File: src/rtl/dt_pkg.sv
`timescale 1ns/1ps
// dt_pkg: shared constants and types for the distance-transform statistics stage.
//   IMG_W/IMG_H   : image geometry (128x128)
//   ADDR_W/DATA_W : result RAM address / data widths
//   CNT_W/SUM_W   : pixel-count and distance-sum widths (sized so they never overflow)
//   LAST_PIX      : raster address of the final pixel
//   stat_state_e  : statistics FSM state encoding
package dt_pkg;

  localparam int IMG_W  = 128;
  localparam int IMG_H  = 128;
  localparam int ADDR_W = 14;
  localparam int DATA_W = 8;
  localparam int CNT_W  = 15;
  localparam int SUM_W  = 22;

  localparam logic [ADDR_W-1:0] LAST_PIX = ADDR_W'(IMG_W * IMG_H - 1);

  typedef enum logic [1:0] {
    ST_IDLE = 2'd0,
    ST_SCAN = 2'd1,
    ST_DONE = 2'd2
  } stat_state_e;

endpackage

File: src/rtl/dt_stat_acc.sv
`timescale 1ns/1ps
// dt_stat_acc: per-pixel accumulator for the statistics sweep.
//   clk, reset      : clock, asynchronous active-low reset
//   clr             : synchronous clear of all results (takes priority over en)
//   en              : accumulate pixel d located at addr
//   d, thr, addr    : pixel value, latched threshold, pixel raster address
//   max_val/max_addr: largest value and its earliest address
//   obj_cnt         : count of nonzero pixels
//   dist_sum        : sum of all pixel values
//   thr_cnt         : count of pixels with value >= thr
module dt_stat_acc
  import dt_pkg::*;
(
  input  logic              clk,
  input  logic              reset,
  input  logic              clr,
  input  logic              en,
  input  logic [DATA_W-1:0] d,
  input  logic [DATA_W-1:0] thr,
  input  logic [ADDR_W-1:0] addr,
  output logic [DATA_W-1:0] max_val,
  output logic [ADDR_W-1:0] max_addr,
  output logic [CNT_W-1:0]  obj_cnt,
  output logic [SUM_W-1:0]  dist_sum,
  output logic [CNT_W-1:0]  thr_cnt
);

  logic [DATA_W-1:0] max_val_d,  max_val_q;
  logic [ADDR_W-1:0] max_addr_d, max_addr_q;
  logic [CNT_W-1:0]  obj_cnt_d,  obj_cnt_q;
  logic [SUM_W-1:0]  dist_sum_d, dist_sum_q;
  logic [CNT_W-1:0]  thr_cnt_d,  thr_cnt_q;

  // Next-state of the result registers: clear, accumulate one pixel, or hold.
  always_comb begin
    max_val_d  = max_val_q;
    max_addr_d = max_addr_q;
    obj_cnt_d  = obj_cnt_q;
    dist_sum_d = dist_sum_q;
    thr_cnt_d  = thr_cnt_q;
    if (clr) begin
      max_val_d  = {DATA_W{1'b0}};
      max_addr_d = {ADDR_W{1'b0}};
      obj_cnt_d  = {CNT_W{1'b0}};
      dist_sum_d = {SUM_W{1'b0}};
      thr_cnt_d  = {CNT_W{1'b0}};
    end else if (en) begin
      // Strict compare so ties keep the earliest raster address.
      if (d > max_val_q) begin
        max_val_d  = d;
        max_addr_d = addr;
      end else begin
        max_val_d  = max_val_q;
        max_addr_d = max_addr_q;
      end
      obj_cnt_d  = obj_cnt_q + ((d != {DATA_W{1'b0}}) ? CNT_W'(1'b1) : CNT_W'(1'b0));
      dist_sum_d = dist_sum_q + SUM_W'(d);
      thr_cnt_d  = thr_cnt_q + ((d >= thr) ? CNT_W'(1'b1) : CNT_W'(1'b0));
    end else begin
      max_val_d  = max_val_q;
      max_addr_d = max_addr_q;
    end
  end

  // Result registers.
  always_ff @(posedge clk or negedge reset) begin
    if (!reset) begin
      max_val_q  <= {DATA_W{1'b0}};
      max_addr_q <= {ADDR_W{1'b0}};
      obj_cnt_q  <= {CNT_W{1'b0}};
      dist_sum_q <= {SUM_W{1'b0}};
      thr_cnt_q  <= {CNT_W{1'b0}};
    end else begin
      max_val_q  <= max_val_d;
      max_addr_q <= max_addr_d;
      obj_cnt_q  <= obj_cnt_d;
      dist_sum_q <= dist_sum_d;
      thr_cnt_q  <= thr_cnt_d;
    end
  end

  assign max_val  = max_val_q;
  assign max_addr = max_addr_q;
  assign obj_cnt  = obj_cnt_q;
  assign dist_sum = dist_sum_q;
  assign thr_cnt  = thr_cnt_q;

endmodule

File: src/rtl/dt_stat.sv
`timescale 1ns/1ps
// dt_stat: raster sweep of the distance-transform result RAM producing frame statistics.
//   clk, reset        : clock, asynchronous active-low reset
//   start, thr        : begin a sweep (accepted in IDLE/DONE), threshold latched on accept
//   busy, done        : sweep in progress / results valid
//   res_rd, res_addr  : RAM read strobe and address (address forced to 0 when not reading)
//   res_di            : combinational RAM read data for res_addr
//   max_val, max_addr, obj_cnt, dist_sum, thr_cnt : frame statistics
module dt_stat
  import dt_pkg::*;
(
  input  logic              clk,
  input  logic              reset,
  input  logic              start,
  input  logic [DATA_W-1:0] thr,
  output logic              busy,
  output logic              done,
  output logic              res_rd,
  output logic [ADDR_W-1:0] res_addr,
  input  logic [DATA_W-1:0] res_di,
  output logic [DATA_W-1:0] max_val,
  output logic [ADDR_W-1:0] max_addr,
  output logic [CNT_W-1:0]  obj_cnt,
  output logic [SUM_W-1:0]  dist_sum,
  output logic [CNT_W-1:0]  thr_cnt
);

  stat_state_e       state_d, state_q;
  logic [DATA_W-1:0] thr_d, thr_q;
  logic              busy_d, busy_q;
  logic              done_d, done_q;
  logic              rd_d, rd_q;
  // The address register doubles as the raster counter; it is 0 outside SCAN.
  logic [ADDR_W-1:0] addr_d, addr_q;
  logic              acc_clr, acc_en;

  // Next-state and registered-output logic of the sweep FSM.
  always_comb begin
    state_d = state_q;
    thr_d   = thr_q;
    busy_d  = busy_q;
    done_d  = done_q;
    rd_d    = rd_q;
    addr_d  = addr_q;
    acc_clr = 1'b0;
    acc_en  = 1'b0;
    case (state_q)
      ST_IDLE, ST_DONE: begin
        if (start) begin
          state_d = ST_SCAN;
          thr_d   = thr;
          busy_d  = 1'b1;
          done_d  = 1'b0;
          rd_d    = 1'b1;
          addr_d  = {ADDR_W{1'b0}};
          acc_clr = 1'b1;
        end else begin
          state_d = state_q;
        end
      end
      ST_SCAN: begin
        acc_en = 1'b1;
        if (addr_q == LAST_PIX) begin
          state_d = ST_DONE;
          busy_d  = 1'b0;
          done_d  = 1'b1;
          rd_d    = 1'b0;
          addr_d  = {ADDR_W{1'b0}};
        end else begin
          addr_d = addr_q + ADDR_W'(1'b1);
        end
      end
      default: begin
        state_d = ST_IDLE;
        busy_d  = 1'b0;
        done_d  = 1'b0;
        rd_d    = 1'b0;
        addr_d  = {ADDR_W{1'b0}};
      end
    endcase
  end

  // FSM state, latched threshold and handshake registers.
  always_ff @(posedge clk or negedge reset) begin
    if (!reset) begin
      state_q <= ST_IDLE;
      thr_q   <= {DATA_W{1'b0}};
      busy_q  <= 1'b0;
      done_q  <= 1'b0;
      rd_q    <= 1'b0;
      addr_q  <= {ADDR_W{1'b0}};
    end else begin
      state_q <= state_d;
      thr_q   <= thr_d;
      busy_q  <= busy_d;
      done_q  <= done_d;
      rd_q    <= rd_d;
      addr_q  <= addr_d;
    end
  end

  dt_stat_acc u_acc (
    .clk      (clk),
    .reset    (reset),
    .clr      (acc_clr),
    .en       (acc_en),
    .d        (res_di),
    .thr      (thr_q),
    .addr     (addr_q),
    .max_val  (max_val),
    .max_addr (max_addr),
    .obj_cnt  (obj_cnt),
    .dist_sum (dist_sum),
    .thr_cnt  (thr_cnt)
  );

  assign busy     = busy_q;
  assign done     = done_q;
  assign res_rd   = rd_q;
  assign res_addr = addr_q;

endmodule

File: config.mk
export PLATFORM = sky130hd
export DESIGN_NAME = dt_stat
export DESIGN_NICKNAME = d
export VERILOG_FILES = /design/src/rtl/dt_pkg.sv /design/src/rtl/dt_stat_acc.sv /design/src/rtl/dt_stat.sv
export SDC_FILE = /design/constraint.sdc
export NUM_CORES = 1
export LEC_CHECK = 0
export CORE_MARGIN = 4
export CORE_UTILIZATION = 52
export DETAILED_ROUTE_END_ITERATION = 10
export PLACE_DENSITY = 0.86
export SYNTH_ARGS = -nofsm -noshare
export SYNTH_HDL_FRONTEND = slang
export SYNTH_SLANG_ARGS = --single-unit
File: constraint.sdc
create_clock -name clk -period 3.2 [get_ports clk]
set_input_delay 0.64 -clock clk [delete_from_list [all_inputs] [get_ports clk]]
set_output_delay 0.64 -clock clk [all_outputs]
set_load 0.03 [all_outputs]
==> flow_summary.json <==
{
  "report.final.hold_viol_count": 0,
  "final_nets": 731,
  "synth-edff-count": 0,
  "die_width_um": 110,
  "clock_sinks": 99,
  "post-route-period-util_pct": 96.1,
  "grt_setup_unrepaired": "false",
  "coreArea_um2": 9910,
  "p_leak_nw": 3.25,
  "die_h_um": 110,
  "detailroute.via_count": 4738,
  "dr_drc_count": 0,
  "drt.antenna.violating_nets": 0,
  "dominantRegCellSynth": "dfrtp_1",
  "ctsHtreeMaxLevel": 3,
  "yosys-top-cells-area": "dfrtp_1 46%, mux2i_1 7.1%, ha_1 6.7%",
  "cts_hold_buffers": 0,
  "grt.total_usage_pct": 24.1,
  "timing.max_cap.violations": 0,
  "category_of_cells_accounting_for_the_largest_share_of_critical_path_delay": "simple AND/OR/NAND/NOR gates",
  "clock-root-buffer": "clkbuf_8",
  "grt.overflow.total": 0,
  "largest_net_degree_at_the_start_of_global_routing": 52,
  "slew_violations": 0,
  "synthesis.nets": 611,
  "final_critical_path_setup_slack_ns": 0.126,
  "detailedRoute.firstIterationViolations": 240,
  "timing.critical_path.required_ns": 3.49,
  "arrival_ns": 3.36,
  "yosys.area.top_type_share_pct": 46.1,
  "clock_latency_ns": 0.37,
  "crit_path_cell_trace": "clkdlybuf4s50_1 > inv_1 > ha_1 > nand2b_1 > a211oi_1 > o21ai_1 > o21a_1 > ha_1 > ha_1 > nand4_1 > or4_4 > or3_1 > o21ai_0",
  "result_of_the_run": "finished clean",
  "post_synth_inst_count": 562,
  "cp_slowest_stage_delay_ns": 0.51,
  "worst_hold_path_type": "input port to asynchronous set/reset pin",
  "first_pass_grt_wire_length_mm": 22.7,
  "n_antenna_cell": 0,
  "wirelength_routed_mm": 13.9,
  "first_pass_iters": 5,
  "vias_in_the_first_global_route": 4841,
  "async_reset_ff_share_pct": 100,
  "detail_route.wl_per_cell_um": 16.9,
  "yosys_warnings": 0,
  "row_count": 36,
  "dp.final_hpwl_mm": 9.99,
  "ios": 110,
  "worstMarginPinSlew_ns": 0.790,
  "routabilityCongestion": 0.892,
  "fin_cells": 820,
  "worst_clock_skew_ns": 0.0103,
  "worstSetupPathType": "input port to register",
  "synth_top_cell_by_area": "dfrtp_1",
  "critPathMostFrequentCell": "ha_1",
  "critPathLaunchType": "input port",
  "io_buffers": 109,
  "cts_made_buffers": 9,
  "cts_tree": "yes",
  "slew_hr_pct": 46.9,
  "layout-area-overhead-vs-synth_pct": 29.2,
  "synthesized_flop_and_latch_total": 99,
  "post-place-ws_ns": -0.253,
  "dpl.cell_count": 804,
  "combined_area_of_all_synthesized_cells_um2": 5380,
  "crit_slowest_cell": "or4_4",
  "synth.top_cells.by_count": "99 x dfrtp_1, 87 x nand2_1, 45 x o21ai_0",
  "die_area_um2": 12000,
  "clkTransAtPathRegs_ns": 0.09,
  "post_synthesis_mean_instance_area_um2": 9.57,
  "antenna_found_initial": 0,
  "cts_setup_buffers": 0,
  "pwr_dens_nw_per_um2": 752,
  "max_freq_mhz": 325,
  "max-vdd-ir-drop_v": 0.000465,
  "critical_path_peak_fanout": 2,
  "initial_utilization_pct": 54.3,
  "finalWorstPathRequiredPeriod_ns": 3.07,
  "routed_via_density": 5.78,
  "clockBufferDepth": 2,
  "yosys.cell_types.count": 49,
  "crit_buf_inv": 2,
  "worst_setup_path_end_kind": "register",
  "layout-drive-gt1-share_pct": 7.42,
  "setup_viol_count_final": 0,
  "synth_most_common_cell": "dfrtp_1",
  "ys_seq_area_share_pct": 46.1
}
==> worst register-to-register path: cells and delay by family (launching register included) <==
family | cells | cell delay [ns]
and+or+nand+nor | 4 | 1.06
adders and majority gates | 3 | 0.66
AOI/OAI and AO/OA | 4 | 0.46
DFF | 1 | 0.42
==> metal layers <==
metal  track usage [%]  vias up  wire length [um]
li1                  -     2260                 -
met1              31.2     2313              6050
met2              40.1      137              6870
met3              4.29       28               628
met4              9.88        0               312
met5                 0        -                 0
==> state kept, by name (all words and copies together), names as in the netlist <==
| signal | cells |
|---|---|
| u_acc.max_addr | 14 |
| state_q | 2 |
| res_addr | 14 |
| thr_q | 8 |
| u_acc.obj_cnt | 15 |
| u_acc.dist_sum | 22 |
| u_acc.max_val | 8 |
| res_rd | 1 |
| u_acc.thr_cnt | 15 |
==> layout by cell type (no fill, tap or decap), types with 3 or more instances in the layout <==
cell | Yosys | final
a211o_1 | 6 | 6
a211oi_1 | 3 | 3
a21o_1 | 5 | 5
a21oi_1 | 15 | 15
a22o_1 | 8 | 8
a31oi_1 | 5 | 5
and3_1 | 5 | 5
buf_4 | 1 | 19
clkbuf_8 | 0 | 9
clkdlybuf4s50_1 | 0 | 108
clkinv_2 | 0 | 3
dfrtp_1 | 99 | 99
ha_1 | 29 | 29
inv_1 | 39 | 39
mux2_2 | 7 | 7
mux2i_1 | 38 | 38
nand2_1 | 87 | 87
nand2b_1 | 9 | 8
nand3_1 | 12 | 12
nand4_1 | 19 | 19
nor2_1 | 28 | 28
nor3_1 | 11 | 11
nor4_1 | 6 | 6
o2111ai_1 | 6 | 6
o211ai_1 | 8 | 8
o21a_1 | 4 | 4
o21ai_0 | 45 | 44
o311ai_0 | 4 | 4
o31ai_1 | 3 | 3
o41ai_1 | 3 | 3
or3_1 | 6 | 6
or4_1 | 4 | 3
xnor2_1 | 7 | 7
xor2_1 | 3 | 3
==> worst paths after layout <==
| check | end | from | cells after the start | slack (ns) |
|---|---|---|---|---|
| setup reg to reg | u_acc.thr_cnt[12] | thr_q[0] | 11 | 0.52 |
| hold / removal | u_acc.max_val[5] | reset | 1 | 0.28 |
| setup / recovery | u_acc.thr_cnt[12] | res_di[0] | 13 | 0.13 |
| min in group clk | u_acc.obj_cnt[14] | u_acc.obj_cnt[14] | 1 | 0.48 |
| hold reg to reg | u_acc.obj_cnt[14] | u_acc.obj_cnt[14] | 1 | 0.48 |
| max in group asynchronous | u_acc.thr_cnt[10] | reset | 2 | 2.23 |
==> layout make-up <==
class | instances | area (um^2)
fill | 758 | 2960
multi-input combinational | 404 | 2680
sequential | 99 | 2480
timing repair buffer | 129 | 1260
tap | 133 | 166
inverter | 39 | 146
clock buffer | 9 | 124
clock inverter | 7 | 91.3
==> cells by family after synthesis <==
group / after synthesis / synth area share, %
flops: 99 / 46.1
buf+inv: 59 / 4.28
xor+xnor: 10 / 1.63
fa+ha+maj: 30 / 7.12
mux: 45 / 8.54
simple gates: 196 / 17.4
compound gates: 123 / 15.0
==> per-stage QoR <==
stage	util [%]	power [mW]	hold slack, ns	setup TNS (ns)	area, um^2
after floorplan	-	3.38	0.344	0	5380
after global placement	67.9	4.23	0.461	-0.285	6730
after detailed placement	67.9	4.35	0.473	-1.02	6730
after CTS	70.1	5.25	0.296	0	6950
after global routing	70.1	5.54	0.324	0	6950
final	70.1	5.22	0.282	0	6950
==> timing repair <==
item | in CTS | in global routing
endpoints found under the setup margin | 0 | 3
hold endpoints to repair | 0 | 0
resized for setup | 0 | 3
==> power by group <==
part / switching, mW / internal, mW / total, mW / leakage [nW]
Clock: 0.451 / 0.439 / 0.891 / 0.109
Combinational: 1.40 / 1.10 / 2.50 / 1.94
Sequential: 0.297 / 1.54 / 1.83 / 1.21
Power figures use the tool's default switching activity.
